**src/rtl/fb_pkg.sv**
```systemverilog
// fb_pkg: filter-bank dimensions and scheduler state type shared across the filter bank
package fb_pkg;
  localparam int NUM_CH = 16;
  localparam int DATA_W = 39;
  localparam int CH_W = $clog2(NUM_CH);
  typedef enum logic {IDLE, STREAM} state_t;
endpackage

```
**src/rtl/fb_out_scheduler_if.sv**
```systemverilog
// fb_out_scheduler_if: per-channel output stream of the filter-bank scheduler
interface fb_out_scheduler_if #(
  parameter int DATA_W = fb_pkg::DATA_W,
  parameter int CH_W = fb_pkg::CH_W
);
  logic out_valid;
  logic out_ready;
  logic [DATA_W-1:0] out_data;
  logic [CH_W-1:0] out_ch;
  logic out_sof;
  logic out_eof;
  modport master(output out_valid, out_data, out_ch, out_sof, out_eof, input out_ready);
  modport slave(input out_valid, out_data, out_ch, out_sof, out_eof, output out_ready);
endinterface

```
**src/rtl/fb_next_ch.sv**
```systemverilog
// fb_next_ch: lowest enabled channel index at or above pos, with a none-left flag
module fb_next_ch #(
  parameter int NUM_CH = fb_pkg::NUM_CH,
  parameter int CH_W = $clog2(NUM_CH)
) (
  input  logic [NUM_CH-1:0] mask,
  input  logic [CH_W:0]     pos,
  output logic [CH_W-1:0]   idx,
  output logic              none
);
  // scan downward so the lowest qualifying index is the last one written
  always_comb begin
    idx = '0;
    none = 1'b1;
    for (int i = NUM_CH - 1; i >= 0; i--)
      if (mask[i] && i >= int'(pos)) begin
        idx = CH_W'(i);
        none = 1'b0;
      end
  end
endmodule

```
**src/rtl/fb_out_scheduler.sv**
```systemverilog
// fb_out_scheduler: snapshots all filter-bank channels on a strobe and streams them out one per transfer; FB_SCHED_CH_MASK_EN adds a per-frame channel mask
module fb_out_scheduler #(
  parameter int NUM_CH = fb_pkg::NUM_CH,
  parameter int DATA_W = fb_pkg::DATA_W
) (
  input  logic                     clock,
  input  logic                     reset_n,
  input  logic                     sample_strobe,
  input  logic [NUM_CH*DATA_W-1:0] ch_data,
`ifdef FB_SCHED_CH_MASK_EN
  input  logic [NUM_CH-1:0]        ch_mask,
`endif
  fb_out_scheduler_if.master       out,
  output logic                     busy,
  output logic                     overrun,
  input  logic                     overrun_clr,
  output logic [15:0]              frame_cnt
);
  import fb_pkg::*;
  localparam int CH_W = $clog2(NUM_CH);
  state_t state, state_n;
  logic pend, sof_q, xfer, cap, ovr_set, last, none0;
  logic [DATA_W-1:0] snap [NUM_CH];
  logic [NUM_CH-1:0] mask_q, mask_in;
  logic [CH_W-1:0] cur, nxt, first;
  logic [CH_W:0] pos_n;
`ifdef FB_SCHED_CH_MASK_EN
  assign mask_in = ch_mask;
`else
  assign mask_in = '1;
`endif
  assign pos_n = {1'b0, cur} + (CH_W+1)'(1);
  fb_next_ch #(.NUM_CH(NUM_CH), .CH_W(CH_W)) u_next (.mask(mask_q), .pos(pos_n), .idx(nxt), .none(last));
  fb_next_ch #(.NUM_CH(NUM_CH), .CH_W(CH_W)) u_first (.mask(mask_in), .pos('0), .idx(first), .none(none0));
  // next state and stream outputs; an eof transfer with a coincident strobe parks one cycle in IDLE via pend
  always_comb begin
    out.out_valid = state == STREAM;
    out.out_data = snap[cur];
    out.out_ch = cur;
    out.out_sof = out.out_valid && sof_q;
    out.out_eof = out.out_valid && last;
    busy = state == STREAM;
    xfer = out.out_valid && out.out_ready;
    cap = sample_strobe && !none0 && (state == IDLE || (xfer && last));
    ovr_set = sample_strobe && !none0 && state == STREAM && !(xfer && last);
    state_n = state == IDLE ? ((cap || pend) ? STREAM : IDLE) : ((xfer && last) ? IDLE : STREAM);
  end
  // state register
  always_ff @(posedge clock or negedge reset_n)
    if (!reset_n) state <= IDLE;
    else state <= state_n;
  // snapshot capture, channel walk, overrun flag and frame counter
  always_ff @(posedge clock or negedge reset_n)
    if (!reset_n) begin
      pend <= 1'b0;
      sof_q <= 1'b0;
      overrun <= 1'b0;
      frame_cnt <= '0;
      mask_q <= '0;
      cur <= '0;
      for (int i = 0; i < NUM_CH; i++) snap[i] <= '0;
    end else begin
      pend <= cap && state == STREAM;
      overrun <= ovr_set || (overrun && !overrun_clr);
      if (cap) begin
        for (int i = 0; i < NUM_CH; i++) snap[i] <= ch_data[i*DATA_W +: DATA_W];
        mask_q <= mask_in;
        cur <= first;
        sof_q <= 1'b1;
        frame_cnt <= frame_cnt + 16'd1;
      end else if (xfer) begin
        sof_q <= 1'b0;
        if (!last) cur <= nxt;
      end
    end
endmodule

```
**src/flat_wrapper.sv**
```systemverilog
// flat-port wrapper written by rule: the top's interface ports become plain ports
module fb_out_scheduler_flat import fb_pkg::*;
#(
  parameter int NUM_CH = fb_pkg::NUM_CH,
  parameter int DATA_W = fb_pkg::DATA_W
)
  (clock, reset_n, sample_strobe, ch_data, busy, overrun, overrun_clr, frame_cnt, out_out_valid, out_out_data, out_out_ch, out_out_sof, out_out_eof, out_out_ready);
  fb_out_scheduler_if #(.DATA_W(DATA_W)) out_i ();
  input  logic clock;
  input  logic reset_n;
  input  logic sample_strobe;
  input  logic [NUM_CH*DATA_W-1:0] ch_data;
  output logic busy;
  output logic overrun;
  input  logic overrun_clr;
  output logic [15:0] frame_cnt;
  output wire logic [$bits(out_i.out_valid)-1:0] out_out_valid;
  output wire logic [$bits(out_i.out_data)-1:0] out_out_data;
  output wire logic [$bits(out_i.out_ch)-1:0] out_out_ch;
  output wire logic [$bits(out_i.out_sof)-1:0] out_out_sof;
  output wire logic [$bits(out_i.out_eof)-1:0] out_out_eof;
  input wire logic [$bits(out_i.out_ready)-1:0] out_out_ready;
  assign out_out_valid = out_i.out_valid;
  assign out_out_data = out_i.out_data;
  assign out_out_ch = out_i.out_ch;
  assign out_out_sof = out_i.out_sof;
  assign out_out_eof = out_i.out_eof;
  assign out_i.out_ready = out_out_ready;
  fb_out_scheduler #(.NUM_CH(NUM_CH), .DATA_W(DATA_W)) u_core (.clock(clock), .reset_n(reset_n), .sample_strobe(sample_strobe), .ch_data(ch_data), .out(out_i), .busy(busy), .overrun(overrun), .overrun_clr(overrun_clr), .frame_cnt(frame_cnt));
endmodule
```
**config.mk**
```make
export PLATFORM = sky130hd
export DESIGN_NAME = fb_out_scheduler_flat
export DESIGN_NICKNAME = d
export VERILOG_FILES = /design/src/rtl/fb_pkg.sv /design/src/rtl/fb_out_scheduler_if.sv /design/src/rtl/fb_next_ch.sv /design/src/rtl/fb_out_scheduler.sv /design/src/flat_wrapper.sv
export SDC_FILE = /design/constraint.sdc
export NUM_CORES = 2
export LEC_CHECK = 0
export BUFFER_PORTS_ARGS = -buffer_cell sky130_fd_sc_hd__buf_2
export CORE_AREA = 5 5 267 269
export DETAILED_ROUTE_END_ITERATION = 8
export DIE_AREA = 0 0 272 274
export PLACE_DENSITY = 0.67
export SYNTH_ARGS = -nofsm -noshare
export SYNTH_HDL_FRONTEND = slang
export SYNTH_SLANG_ARGS = --single-unit
```
**constraint.sdc**
```tcl
create_clock -name clock -period 2.5 [get_ports clock]
set_input_delay 0.5 -clock clock [delete_from_list [all_inputs] [get_ports clock]]
set_output_delay 0.5 -clock clock [all_outputs]
set_load 0.005 [all_outputs]
```
# Word-level counts from Yosys, hierarchy flattened
# Index checks and enable logic that the tools add are counted.
dict set report totals {
  register_bits 649
  latchBits 0
  mem_bits_rw 0
  rom_bits 0
  out_inout_bits 64
  wordCells 120
  n_memories 0
}
dict set report op_classes {
  n_addsub 2
  mul 0
  div_mod_pow 0
  order_cmp 17
  eq_ne 1
  shifts 0
  muxes 43
  n_bitwise 2
  reduce_logical 32
}
# operator count
set ops {}
lappend ops {{binary-select mux 39 bit (select 4 bit)} 1}
lappend ops {{two-way mux 39 bit} 2}
lappend ops {{two-way mux 4 bit} 19}
lappend ops {{greater-or-equal comparator 4 x 5 -> 1 bit, first input constant} 8}
lappend ops {{logical AND 1 bit} 25}
lappend ops {{two-way mux 1 bit} 21}
lappend ops {{greater-or-equal comparator 3 x 5 -> 1 bit, first input constant} 4}
lappend ops {{adder 16 x 1 -> 16 bit, second input constant} 1}
lappend ops {{greater-or-equal comparator 1 x 5 -> 1 bit, first input constant} 2}
lappend ops {{greater-or-equal comparator 2 x 5 -> 1 bit, first input constant} 2}
lappend ops {{adder 4 x 1 -> 5 bit, second input constant} 1}
lappend ops {{greater-or-equal comparator 5 bit, second input constant} 1}
lappend ops {{inverter 4 -> 5 bit} 1}
lappend ops {{logical OR 1 bit} 3}
lappend ops {{zero test 1 bit} 2}
lappend ops {{inequality test 2 x 1 -> 1 bit, second input constant} 1}
lappend ops {{AND reduction 2 bit} 1}
lappend ops {{nonzero test 2 bit} 1}
lappend ops {{inverter 1 bit} 1}

# Depth between registers and ports, before layout
dict set report depth {
  depth_word 25
  ltp_mapped 11
  depth_no_buf 8
}

# Modules after synthesis
# From an unflattened synthesis, not the netlist that was laid out.
dict set report unflattened {
  cells_unflattened 3225
  hier_area_um2 30066.3
}
# mod n_inst cells_per_inst area_each_um2 seq_area_each_um2
set by_module_without_submodules {}
lappend by_module_without_submodules {fb_out_scheduler 1 3079 29183.0 16240.6}
lappend by_module_without_submodules {fb_next_ch 2 73 441.7 0.0}

# Least setup slack after synthesis
# Ideal clock, no wire load.
dict set report synth_timing {
  kind {register -> output}
  startpoint {register u_core.cur[0] (netlist: u_core.out.out_ch[0])}
  endpoint {output out_out_data[17]}
  arrival_ns 1.876
  required_ns 2.000
  setup_slack_ns 0.124
  path_stages_with_launch 5
  cell_sequence {dfrtp_1 -> buf_6 -> buf_4 -> mux4_4 -> mux4_2}
}
dict set report synth_via {
  elab_chain_len 4
}
# item line_no
set synth_lines {}
lappend synth_lines {{start, declared} fb_out_scheduler.sv:25} ;# logic [CH_W-1:0] cur, nxt, first;
lappend synth_lines {{start signal, assigned} fb_out_scheduler.sv:68} ;# cur <= first;
lappend synth_lines {{start signal, assigned} fb_out_scheduler.sv:73} ;# if (!last) cur <= nxt;
lappend synth_lines {{inverter 4 -> 5 bit (not written as such)} fb_out_scheduler.sv:38} ;# out.out_data = snap[cur];
lappend synth_lines {{binary-select mux 39 bit (select 4 bit)} fb_out_scheduler.sv:38}
lappend synth_lines {{two-way mux 39 bit (not written as such) (2 in series)} fb_out_scheduler.sv:38}
lappend synth_lines {{end, declared} flat_wrapper.sv:18} ;# output wire logic [$bits(out_i.out_data)-1:0] out_out_data;
# Every way passes these cells. The select of a mux whose other input is x is not followed.

# Worst setup path after layout
dict set report layout_timing {
  startpoint {register u_core.cur[0] (netlist: u_core.out.out_ch[0])}
  endpoint {output out_out_data[4]}
}
# The elaborated chain is that of the path after synthesis.

==> metrics.csv <==
metric,value,unit
run_status,"complete, but fails checks",
violations,setup timing,
dp_hpwl,89100,um
worst_setup_path_end_kind,primary output,
clock_sinks,649,
antenna_left,0,
number_of_cells_on_the_worst_reg_to_reg_path,19,
first_global_vias,28100,
fp.coreArea,0.0683,mm^2
inserted_clock_buffers,71,
r2r_end,u_core.snap[531],
power_frac_comb,42.9,%
initial_core_utilization,44.0,%
drc,0,
cts_htree_levels,3,
die_h,274,um
final_hold_vios,0,
share_clk_of_total_power,20.6,%
max_cap_viol_count,0,
grt_setup_unrepaired,true,
crit_path_cell_trace,buf_12 > buf_8 > buf_16 > mux4_4 > mux4_2 > buf_2,
number_of_register_bits_inferred_by_synthesis,649,
crit_end,out_out_data[4],
post-route-period-util,136,%
worstSetupStartpoint,u_core.out.out_ch[0],
tritoncts,yes,
finalSetupViolCount,688,
mapped_cells,3066,
global_route.usage.total,35.0,%
max-vdd-ir-drop,0.608,mV
layout_common_cells,"nand2_1 (1388), buf_2 (675), dfrtp_1 (646)",
reg2reg_setup_slack,-0.67,ns
wirelength,141000,um
internal_power,32.8,mW
synth_enable_flop_cells,0,
areaGrowthSynthToFinish,51.1,%
post-layout-total-power,52.5,mW
maxClockFrequency,0.295,GHz
switching_share,37.5,%
register_area,0.0163,mm^2
critPathRequiredTime,2.00,ns
net-switching-power,19.7,mW
grt_max_degree,60,
worstHoldStart,ch_data[367],
yosysUniqueCellTypes,48,
cts_max_path_buffers,3,
worst-setup-path-type,reg2out,
synth-main-ff-cell,dfrtp_1,
number_of_antenna_violations_at_the_first_check_in_global_routing,31,
numPlacedInstances,4571,
worst_pin_slew,0.752,ns
wl_per_cell,28.5,um
final_setup_slack_of_the_worst_path,-0.890,ns
syn_avg_cell_area,9.80,um^2
grt_overflow,0,
fillcell_total,4962,
final_layout_size_suffix_gt1_share,45.9,%
worst-endpoint-arrival,2.89,ns
multi_input_area,0.0149,mm^2
fp.dieArea,0.0745,mm^2
synth_nets,3700,
static-leakage-power,24.0,nW
synthArstFlopShare,100,%
avgViaCountPerCell,5.79,
cp_max_stage_cell,mux4_4,
final_cells,4961,
ctsRootBufferMaster,clkbuf_16,
p_per_cell_area,1160,mW/mm^2
die_w,272,um
clock-skew-final,0.0205,ns
yosysSeqAreaShare,54.1,%
hold_class,in2reg,
detail_route.iter0.violations,3429,
clock_pin_slew_on_the_worst_setup_and_hold_paths,0.07,ns
report.final.slew_viol_count,0,
gp_congestion,0.917,
final_core_utilization,66.4,%
drt-pass1-iter-count,5,
total_of_buffers_placed_on_input_and_output_ports,692,
tns,-350.68,ns
start_kind,flop,
layout.cells.most_common,nand2_1,
first_pass_grt_wire_length,191000,um
num_io_pins,693,
final_nets,4649,
core.rowCount,96,
power.sequential.fraction,36.5,%
path_max_fanout,8,
mappedNetlistArea,0.0300,mm^2
vias,28700,
clock_latency,0.62,ns
slew_headroom,49.9,%
rr_startpoint,u_core.out.out_ch[0],
yosysWarningCount,0,
final_period_minus_worst_setup_slack,3.39,ns
timing.critical_path.slowest_cell_delay,0.73,ns
[cell families (layout without fill, tap and decap cells)]
group	after synthesis	in the layout	share of synthesized area, %
and+or+nand+nor	1957	1958	24.8
DFF	649	649	54.1
buffers and inverters	202	1201	3.79
muxes	195	195	15.7
AOI/OAI and AO/OA	40	40	0.916
xor gates and xnor gates	18	18	0.525
adders and majority gates	5	5	0.208
other	0	13	0
[final cells by class]
class / count / share of cell area, %
Antenna cell: 13 / 0.0717
Clock buffer: 97 / 4.58
Clock inverter: 27 / 0.590
Inverter: 8 / 0.0717
Multi-Input combinational cell: 2216 / 32.9
Sequential cell: 649 / 35.8
Tap cell: 882 / 2.43
Timing Repair Buffer: 1069 / 23.6
[synth_stat cells, types with 6 or more instances]
cell type | instances | area [um^2]
xnor2_1 | 12 | 105
o21ai_0 | 7 | 35.0
nand4_1 | 6 | 37.5
mux4_1 | 79 | 2080
dfrtp_1 | 649 | 16200
nand2_1 | 1900 | 7130
mux4_4 | 15 | 375
inv_1 | 8 | 30.0
buf_6 | 17 | 191
buf_4 | 6 | 45.0
xor2_1 | 6 | 52.6
a21oi_1 | 9 | 45.0
clkbuf_1 | 37 | 139
nor2_1 | 17 | 63.8
mux4_2 | 101 | 2270
nand3_1 | 7 | 35.0
nor2b_1 | 7 | 43.8
buf_2 | 122 | 611
[critical path: cells and delay by family, from the launching register on]
kind,cells,cell delay [ns]
buffers and inverters,4,0.58
multiplexers,2,1.26
flip-flops,1,0.43
[through the flow]
step / hold slack, ns / area (um^2) / setup slack [ns]
detailed placement: 0.454 / 35000 / -0.333
floorplan: 0.204 / 30000 / 0.124
CTS: 0.0452 / 43000 / -0.870
finish: 0.0754 / 45400 / -0.890
global route: 0.0734 / 45400 / -0.911
global placement: 0.450 / 35000 / -0.328
[worst min-delay path by stage]
stage	to	slack [ns]	cells past startpoint
final	u_core.snap[250]	0.08	3
after global routing	u_core.snap[78]	0.07	3
after CTS	u_core.snap[347]	0.05	3
after detailed placement	u_core.snap[107]	0.45	2
after global placement	u_core.snap[243]	0.45	2
after floorplan	u_core.busy	0.20	0
[registers in the layout (all words and copies together), names as in the netlist]
register / flops
u_core.busy: 1
u_core.frame_cnt: 16
u_core.mask_q: 1
u_core.out.out_ch: 4
u_core.overrun: 1
u_core.pend: 1
u_core.snap: 624
u_core.sof_q: 1
[per-layer routing]
metal / wire length (um) / GRT usage (%) / share of wire (%) / vias up
li1: - / - / - / 11900
met4: 9640 / 17.7 / 6.8 / 14
met1: 51100 / 45.5 / 36 / 14200
met2: 65700 / 55.4 / 46 / 2126
met3: 15000 / 8.35 / 11 / 528
met5: 92 / 0 / 0.065 / -
[what timing repair did]
action,CTS,global route
setup endpoints to repair,557,688
cloned,102,38
pin swaps,198,219
endpoints found under the hold margin,34,0
gates resized for setup,594,512
hold buffers,1,0
setup buffers,100,40
[power groups by stage]
stage               registers [mW]  clock network [mW]  logic, mW
finish                        19.2                10.8       22.5
global route                  19.4                11.3       23.7
CTS                           18.5                10.8       20.4
detailed placement            18.5                   0       17.7
global placement              18.5                   0       17.3
floorplan                     17.0                   0       11.1
No activity file was read; power rests on OpenSTA's default activity.
